## src/rtl/psum_pool_pkg.sv

```systemverilog
// Shared CNN parameters: psum buffer geometry and default pooling stage
// widths, plus the classification of an incoming beat.
package psum_pool_pkg;

  localparam int unsigned PSUM_DATA_W    = 25;
  localparam int unsigned POOL_OUT_W     = 8;
  localparam int unsigned CONV_ROW_LEN   = 60;
  localparam int unsigned CONV_COL_LEN   = 60;
  localparam int unsigned PSUM_BUF_DEPTH = CONV_ROW_LEN * CONV_COL_LEN;
  localparam int unsigned PSUM_BUF_ADDR_W = $clog2(PSUM_BUF_DEPTH);

  typedef enum logic [2:0] {
    BEAT_IDLE,  // no valid input this cycle
    BEAT_HOLD,  // even column: capture into horizontal register
    BEAT_PAIR,  // odd column, even row: horizontal max into line buffer
    BEAT_POOL,  // odd column, odd row: full 2x2 max, emit output
    BEAT_PASS   // bypass: quantize the beat directly
  } beat_e;

endpackage

```

## src/rtl/psum_pool_quant.sv

```systemverilog
// POOL_QUANT: logical right shift followed by unsigned saturation to OUT_W.
module psum_pool_quant #(
  parameter int unsigned DATA_W = 25,
  parameter int unsigned OUT_W  = 8
) (
  input  logic [DATA_W-1:0] m_i,
  input  logic [4:0]        shift_i,
  output logic [OUT_W-1:0]  q_o
);

  logic [DATA_W-1:0] shifted;

  assign shifted = m_i >> shift_i;

  generate
    if (DATA_W > OUT_W) begin : g_sat
      assign q_o = (|shifted[DATA_W-1:OUT_W]) ? '1 : shifted[OUT_W-1:0];
    end else begin : g_fit
      assign q_o = OUT_W'(shifted);
    end
  endgenerate

endmodule

```

## src/rtl/psum_pool.sv

```systemverilog
// 2x2 max pool over a streamed conv output plane, with quantization.
// Optional PSUM_POOL_BYPASS_EN adds pool_bypass for per-beat pass-through.
module psum_pool
  import psum_pool_pkg::*;
#(
  parameter int unsigned DATA_W  = PSUM_DATA_W,
  parameter int unsigned OUT_W   = POOL_OUT_W,
  parameter int unsigned ROW_LEN = CONV_ROW_LEN,
  parameter int unsigned COL_LEN = CONV_COL_LEN
) (
  input  logic              clk,
  input  logic              rst,
  input  logic [DATA_W-1:0] in_data,
  input  logic              in_valid,
  input  logic              frame_start,
  input  logic [4:0]        shift_amt,
`ifdef PSUM_POOL_BYPASS_EN
  input  logic              pool_bypass,
`endif
  output logic [OUT_W-1:0]  out_data,
  output logic              out_valid,
  output logic              out_last
);

  localparam int unsigned HALF = ROW_LEN / 2;
  localparam int unsigned CW   = (ROW_LEN > 1) ? $clog2(ROW_LEN) : 1;
  localparam int unsigned RW   = (COL_LEN > 1) ? $clog2(COL_LEN) : 1;
  localparam int unsigned LW   = (HALF > 1) ? $clog2(HALF) : 1;
  localparam logic [CW-1:0] COL_MAX = CW'(ROW_LEN - 1);
  localparam logic [RW-1:0] ROW_MAX = RW'(COL_LEN - 1);

  logic [CW-1:0]     col_q, col_d, col_eff;
  logic [RW-1:0]     row_q, row_d, row_eff;
  logic [DATA_W-1:0] h_q, h_d;
  logic [DATA_W-1:0] lbuf_q [HALF];
  logic [LW-1:0]     lbuf_idx;
  logic              lbuf_we;
  logic [DATA_W-1:0] din_r, pair_max, pool_max, quant_in;
  logic [OUT_W-1:0]  quant_out;
  logic [OUT_W-1:0]  out_data_q, out_data_d;
  logic              out_valid_q, out_last_q, out_last_d;
  logic              col_last, row_last, fire;
  beat_e             beat;

  function automatic logic [DATA_W-1:0] relu(input logic [DATA_W-1:0] v);
    return v[DATA_W-1] ? '0 : v;
  endfunction

  function automatic logic [DATA_W-1:0] smax(input logic [DATA_W-1:0] a,
                                             input logic [DATA_W-1:0] b);
    return ($signed(a) > $signed(b)) ? a : b;
  endfunction

  // frame_start zeroes the position seen by this very beat, not just the next one.
  always_comb begin
    col_eff  = frame_start ? '0 : col_q;
    row_eff  = frame_start ? '0 : row_q;
    col_last = (col_eff == COL_MAX);
    row_last = (row_eff == ROW_MAX);
    lbuf_idx = LW'(col_eff >> 1);
    din_r    = relu(in_data);
    pair_max = smax(h_q, din_r);
    pool_max = smax(pair_max, lbuf_q[lbuf_idx]);

    beat = BEAT_IDLE;
    if (in_valid) begin
`ifdef PSUM_POOL_BYPASS_EN
      if (pool_bypass)
        beat = BEAT_PASS;
      else
`endif
      if (!col_eff[0])
        beat = BEAT_HOLD;
      else if (!row_eff[0])
        beat = BEAT_PAIR;
      else
        beat = BEAT_POOL;
    end
  end

  always_comb begin
    col_d      = col_eff;
    row_d      = row_eff;
    h_d        = h_q;
    lbuf_we    = 1'b0;
    fire       = 1'b0;
    quant_in   = din_r;
    out_data_d = out_data_q;
    out_last_d = 1'b0;

    if (in_valid) begin
      if (col_last) begin
        col_d = '0;
        row_d = row_last ? '0 : row_eff + RW'(1);
      end else begin
        col_d = col_eff + CW'(1);
      end
    end

    unique case (beat)
      BEAT_HOLD: h_d = din_r;
      BEAT_PAIR: lbuf_we = 1'b1;
      BEAT_POOL: begin
        fire     = 1'b1;
        quant_in = pool_max;
      end
      BEAT_PASS: fire = 1'b1;
      default: ;
    endcase

    if (fire) begin
      out_data_d = quant_out;
      out_last_d = col_last && row_last;
    end
  end

  psum_pool_quant #(
    .DATA_W (DATA_W),
    .OUT_W  (OUT_W)
  ) u_quant (
    .m_i     (quant_in),
    .shift_i (shift_amt),
    .q_o     (quant_out)
  );

  always_ff @(posedge clk) begin
    if (rst) begin
      col_q       <= '0;
      row_q       <= '0;
      h_q         <= '0;
      out_data_q  <= '0;
      out_valid_q <= 1'b0;
      out_last_q  <= 1'b0;
    end else begin
      col_q       <= col_d;
      row_q       <= row_d;
      h_q         <= h_d;
      out_data_q  <= out_data_d;
      out_valid_q <= fire;
      out_last_q  <= out_last_d;
    end
  end

  // Even rows rewrite every entry before an odd row reads it, so no reset here.
  always_ff @(posedge clk) begin
    if (lbuf_we && !rst)
      lbuf_q[lbuf_idx] <= pair_max;
  end

  assign out_data  = out_data_q;
  assign out_valid = out_valid_q;
  assign out_last  = out_last_q;

endmodule

```

## config.mk

```make
export PLATFORM = sky130hd
export DESIGN_NAME = psum_pool
export DESIGN_NICKNAME = d
export VERILOG_FILES = /design/src/rtl/psum_pool_pkg.sv /design/src/rtl/psum_pool_quant.sv /design/src/rtl/psum_pool.sv
export SDC_FILE = /design/constraint.sdc
export NUM_CORES = 1
export LEC_CHECK = 0
export CORE_ASPECT_RATIO = 0.7
export CORE_MARGIN = 10
export CORE_UTILIZATION = 60
export DETAILED_ROUTE_END_ITERATION = 10
export HOLD_SLACK_MARGIN = 0.1
export PLACE_DENSITY = 0.81
export SETUP_SLACK_MARGIN = 0.2
export SYNTH_ARGS = -nofsm -noshare
export SYNTH_HDL_FRONTEND = slang
export SYNTH_SLANG_ARGS = --single-unit
```

## constraint.sdc

```tcl
create_clock -name clk -period 10.25 [get_ports clk]
set_input_delay 2.05 -clock clk [delete_from_list [all_inputs] [get_ports clk]]
set_output_delay 2.05 -clock clk [all_outputs]
set_load 0.005 [all_outputs]
```

==> reports/metrics.yaml, run 1 <==
ir_drop_uv: 214
routedWlPerCell_um: 33.0
filler_cell_count: 3693
synth_top_family_by_area: "compound AO/OA/AOI/OAI gates"
h-tree-depth: 3
place_congestion: 0.944
fin_tns_setup_ns: 0
total_leakage_power_nw: 12.5
die-height_um: 219
hp-class: "reg -> reg"
setup_viol: 0
antenna_found_initial: 0
clk_pin_slew_ns: 0.07
required_ns: 10.76
syn_to_final_growth_pct: 12.9
fmax_mhz: 111
dominantRegCellSynth: "edfxtp_1"
ys_seq_elements: 766
clock_latency_ns: 0.64
clock_sinks: 766
root_buffer: "clkbuf_16"
synth_xor_area_share_pct: 0.181
routed_via_density: 7.21
grt.overflow.total: 0
grt_pass1_wl_um: 155000
syn_nets: 2456
cts_setup_buffers: 0
min_period_over_period_pct: 87.8
num_vias: 23592
hold_violations: 0
synth_compound_area_share_pct: 13.5
synth_adder_area_share_pct: 1.92
first_iter_violations: 4020
rows: 72
crit_type: "in -> reg"
finish.instance_area_um2: 38200
synth-simple-area-share_pct: 7.54
detail_route.first_pass.iterations: 6
dp_hpwl_um: 65600
drcViolationCount: 0
syn_area_per_cell_um2: 14.3
synthCells: 2370
synth_top_area_cell: "edfxtp_1"
ys_warn_count: 0
synth_area_leaders: "edfxtp_1 64%, mux2i_1 5.3%, dfxtp_1 2.7%"
synth.distinct_cells: 103
crit_buf_inv: 5
io_buffers: 43
powerDensity_nw_per_um2: 172
initial_core_util_pct: 60.9
fin_worst_skew_ns: 0.0239
synth_common_cells: "720 x edfxtp_1, 178 x mux2i_1, 146 x nor2_1"
drive_gt1_share_pct: 16.2
ys_async_sr_fraction_pct: 0
rsz0062_at_grt: "false"
worst_pin_slew_ns: 1.43
period_minus_slack_ns: 9.00
die_w_um: 304
end_kind: "flip-flop"
startpoint_type: "input pin"
core-area_um2: 55500
critical_path.max_stage_delay_ns: 0.63
grt_max_degree: 103
cts_tree: "done"
yosysMostFrequentCell: "edfxtp_1"
wl_um: 108000
maxSlewHeadroom_pct: 4.27
synth-edff-count: 720
antenna_cells: 0
postRouteAntennaNets: 0
synth_area_um2: 33800
cp_top_family: "simple AND/OR/NAND/NOR gates"
globalRouteTotalUtil_pct: 31.5
synthMuxAreaShare_pct: 7.12
dieArea_um2: 66400
status: "completed"
grt_pass1_vias: 22546
slew_viol_final: 0
ys_seq_area_share_pct: 66.7
clk_path_buf_depth: 3
maxCapViolCount: 0
synth_top_area_share_pct: 63.9
io_pins: 44
cts_resized: 0
hold_buffers: 0
nets: 2561
cp_max_fo: 29
post_dp_cell_area_um2: 35900
cts_made_buffers: 70
cp_slowest_cell: "nor2_4"
worstPathArrival_ns: 9.51
where the power goes:
group          total [mW]  leakage, nW  switching (mW)  internal, mW
registers            3.47         7.07         0.00928          3.46
clock network        2.64         1.11            1.17          1.47
logic               0.460         4.30           0.307         0.153
cells by family (layout without fill, tap and decap cells):
group / count (synthesis) / after routing
AND/OR/NAND/NOR: 499 / 499
adder cells (fa/ha/maj): 52 / 52
XOR/XNOR: 7 / 7
buffers and inverters: 207 / 368
multiplexers: 228 / 228
AO/OA/AOI/OAI: 611 / 611
flip-flops: 766 / 766
area by class of cell:
cell class | count | area, um2 | share of cell area, %
sequential | 766 | 22500 | 59.1
inverter | 38 | 143 | 0.374
timing repair buffer | 202 | 1680 | 4.41
multi-input combinational | 1397 | 10600 | 27.8
clock buffer | 88 | 1930 | 5.04
tap | 740 | 926 | 2.42
clock inverter | 40 | 349 | 0.914
sequential cells by signal, summed over array words and instances, names as in the netlist:
signal     cells
col_q          6
h_q           24
lbuf_q       720
out_data       8
out_last       1
out_valid      1
row_q          6
per-stage QoR:
step	utilization (%)	cells	hold slack (ns)	setup slack [ns]	total power [mW]
6_report	68.8	3271	0.506	1.25	6.57
5_1_grt	68.8	3271	0.515	0.945	6.71
4_1_cts	68.8	3271	0.498	1.43	6.55
3_5_place_dp	64.7	3143	0.485	0.780	3.98
3_3_place_gp	64.7	3143	0.475	0.898	3.97
2_1_floorplan	-	2370	0.460	0.955	3.79
worst min-delay path: stages, from the launching register on:
cell and delay [ns]:
dfxtp_1 0.33, nand2_1 0.06, a31oi_1 0.07
cells in the final DEF, fill, tap and decap left out, types with 42 or more instances in the layout:
master	n
clkbuf_16	75
clkdlybuf4s50_1	42
dfxtp_1	44
buf_4	155
nand2_1	112
o221ai_1	85
o21ai_0	56
o22ai_1	42
a21oi_1	99
mux2i_1	178
edfxtp_1	720
nor2_1	115
ha_1	52
a2bb2oi_1	72
metal layers:
layer,part of all wire [%],GRT usage (%),wire length (um),vias up
li1,-,-,-,9703
met1,39,45.6,42400,11461
met2,41,43.4,44300,2082
met3,15,10.6,16600,346
met4,4.4,12.2,4720,0
met5,0,0,0,-
final timing paths:
path / startpoint / end / slack (ns) / cells after the start
max reg2reg: col_q[1] / out_data[4] / 2.38 / 21
min reg2reg: out_data[2] / out_data[2] / 0.51 / 2
min: out_data[2] / out_data[2] / 0.51 / 2
max: in_data[24] / out_data[4] / 1.25 / 27
No activity file was read; power rests on OpenSTA's default activity.
==> run 2: changes to the inputs <==
--- a/config.mk
+++ b/config.mk
@@ -5,7 +5,7 @@
 export SDC_FILE = /design/constraint.sdc
 export NUM_CORES = 1
 export LEC_CHECK = 0
-export CORE_ASPECT_RATIO = 0.7
+export CORE_ASPECT_RATIO = 1.1
 export CORE_MARGIN = 10
 export CORE_UTILIZATION = 60
 export DETAILED_ROUTE_END_ITERATION = 10
==> constraint.sdc (replaced) <==
create_clock -name clk -period 9.5 [get_ports clk]
set_input_delay 1.9 -clock clk [delete_from_list [all_inputs] [get_ports clk]]
set_output_delay 1.9 -clock clk [all_outputs]
set_load 0.005 [all_outputs]
==> run 2 against run 1 <==
  * Clock-buffer cell count is 3 higher
  * Die area shrank 0.21%
  * Critical path depth shrank 1
  * Cell count down 1.3%
  * Via count fell by 1.8%
  * Worst hold slack got worse by 0.028 ns
  * Largest cell class unchanged
  * Sequential cell count unchanged
  * Final area decreased by 0.99%
  * Sequential power is 7.8% higher
==> reports/metrics.yaml, run 2 (same netlist as run 1, synthesis figures left out) <==
status: "completed"
num_vias: 23164  # -1.8%
clock_latency_ns: 0.65  # about the same
crit_buf_inv: 4  # -1
fin_tns_setup_ns: 0  # unchanged
fin_worst_skew_ns: 0.0323  # +0.00834 ns
rsz0062_at_grt: "false"
cts_made_buffers: 73  # +4.3%
place_ws_ns: 0.237  # -0.543 ns
slew_viol_final: 0  # unchanged
drive_gt1_share_pct: 14.7  # -1.5 points
cp_max_fo: 44  # +52%
cts_setup_buffers: 0  # unchanged
postRouteAntennaNets: 0  # unchanged
hold_violations: 0  # unchanged
io_buffers: 43  # unchanged
worst_pin_slew_ns: 1.34  # -0.0877 ns
required_ns: 9.99  # -0.77 ns
io_pins: 44  # unchanged
first_iter_violations: 3543  # -12%
pwr-share-seq_pct: 53.2  # +0.4 points
largest_register_ffs: 720  # unchanged
internal_power_mw: 5.43  # +7.0%
drcViolationCount: 0  # unchanged
place_congestion: 0.924  # -2.1%
grt_pass1_vias: 22807  # +1.2%
h-tree-depth: 3  # unchanged
p_sw_mw: 1.61  # +8.0%
hold_buffers: 0  # unchanged
fmax_mhz: 114
critical_path.max_stage_delay_ns: 0.91  # +0.28 ns
nets: 2512  # -1.9%
startpoint_type: "input pin"
antenna_found_initial: 0  # unchanged
regMostFlops: "lbuf_q"
die-height_um: 269  # +23%
ir_drop_uv: 154  # -28%
syn_to_final_growth_pct: 11.8
fin_ws_ns: 0.740  # -0.508 ns
crit_type: "in -> reg"
clk_pin_slew_ns: 0.07  # about the same
layout_commonest_cell: "edfxtp_1"
grt_max_degree: 109  # +5.8%
fin_total_pwr_mw: 7.04  # +7.2%
end_kind: "flip-flop"
cp_top_family: "simple AND/OR/NAND/NOR gates"
clock_sinks: 766  # unchanged
detail_route.first_pass.iterations: 6  # unchanged
period_minus_slack_ns: 8.76
worstPathArrival_ns: 9.25  # -0.26 ns
maxCapViolCount: 0  # unchanged
power_switching_share_pct: 22.8  # +0.17 points
core-area_um2: 55900  # +0.74%
hp-class: "reg -> reg"
cp_slowest_cell: "nor2_4"
p_clk_share_pct: 40.5  # +0.3 points
grt_pass1_wl_um: 150000  # -3.4%
cts_tree: "done"
dieArea_um2: 66300  # -0.21%
initial_core_util_pct: 60.5  # -0.45 points
wl_um: 102000  # -5.5%
clk_path_buf_depth: 3  # unchanged
grt.overflow.total: 0  # unchanged
routedWlPerCell_um: 31.6  # -4.3%
globalRouteTotalUtil_pct: 30.6  # -0.95 points
rows: 91  # +26%
powerDensity_nw_per_um2: 186  # +8.3%
total_leakage_power_nw: 12.3  # -1.8%
cts_resized: 0  # unchanged
maxSlewHeadroom_pct: 10.1  # +5.9 points
setup_viol: 0  # unchanged
root_buffer: "clkbuf_16"
final_cell_mix: "720 x edfxtp_1, 178 x mux2i_1, 115 x nor2_1, 112 x nand2_1, 105 x buf_4"
die_w_um: 246  # -19%
dp_hpwl_um: 60200  # -8.2%
combPwrFrac_pct: 6.4  # -0.6 points
routed_via_density: 7.17  # -0.57%
min_period_over_period_pct: 92.2
## run 2: cell types whose count changed in the layout (fill, tap and decap cells not counted), moves of 3 or more
| cell | delta |
|---|---|
| buf_4 | -50 |
| clkbuf_1 | +4 |
| nor2_2 | +4 |
| nor2_4 | -4 |
| o21ai_1 | -4 |
| o21ai_2 | +4 |
| inv_16 | +3 |
## run 2: per-layer routing
layer	GRT usage (%)	wire length (um)
met5	0	0
met1	39.6	36000
met4	16.0	5250
met3	6.49	13300
met2	48.3	47500
## run 2: final timing paths
path / slack [ns] / end / cells past startpoint / start
max: 0.74 / out_data[6] / 26 / in_data[24]
min: 0.48 / out_data[7] / 2 / out_data[7]
max reg2reg: 2.38 / out_data[6] / 22 / col_q[1]
min reg2reg: 0.48 / out_data[7] / 2 / out_data[7]
## run 2: cell type report
| cell class | count | area, um2 |
|---|---|---|
| Antenna cell | 1 | 2.50 |
| Clock buffer | 91 | 1900 |
| Clock inverter | 43 | 405 |
| Fill cell | 3640 | 18100 |
| Inverter | 38 | 143 |
| Multi-Input combinational cell | 1397 | 10600 |
| Sequential cell | 766 | 22500 |
| Tap cell | 744 | 931 |
| Timing Repair Buffer | 150 | 1270 |
## run 2: per-stage QoR
stage                     cell area [um2]  instances  hold slack, ns  util [%]
after floorplan                     33800       2370           0.460         -
after global placement              35500       3095           0.464      63.5
after detailed placement            35500       3095           0.465      63.5
after CTS                           37800       3229           0.482      67.6
after global routing                37800       3229           0.508      67.6
final                               37800       3230           0.478      67.6
## run 2: worst min-delay path: cells and delay by family (launching register included)
kind / cells / cell delay (ns)
simple gates: 1 / 0.06
flops: 1 / 0.31
compound gates: 1 / 0.06
## run 2: power by group through the flow
| stage | Sequential (mW) | Combinational, mW | Clock [mW] |
|---|---|---|---|
| 6_report | 3.74 | 0.449 | 2.85 |
| 3_3_place_gp | 3.81 | 0.425 | 0 |
| 2_1_floorplan | 3.82 | 0.271 | 0 |
| 5_1_grt | 3.74 | 0.478 | 2.98 |
| 4_1_cts | 3.74 | 0.436 | 2.85 |
| 3_5_place_dp | 3.81 | 0.433 | 0 |
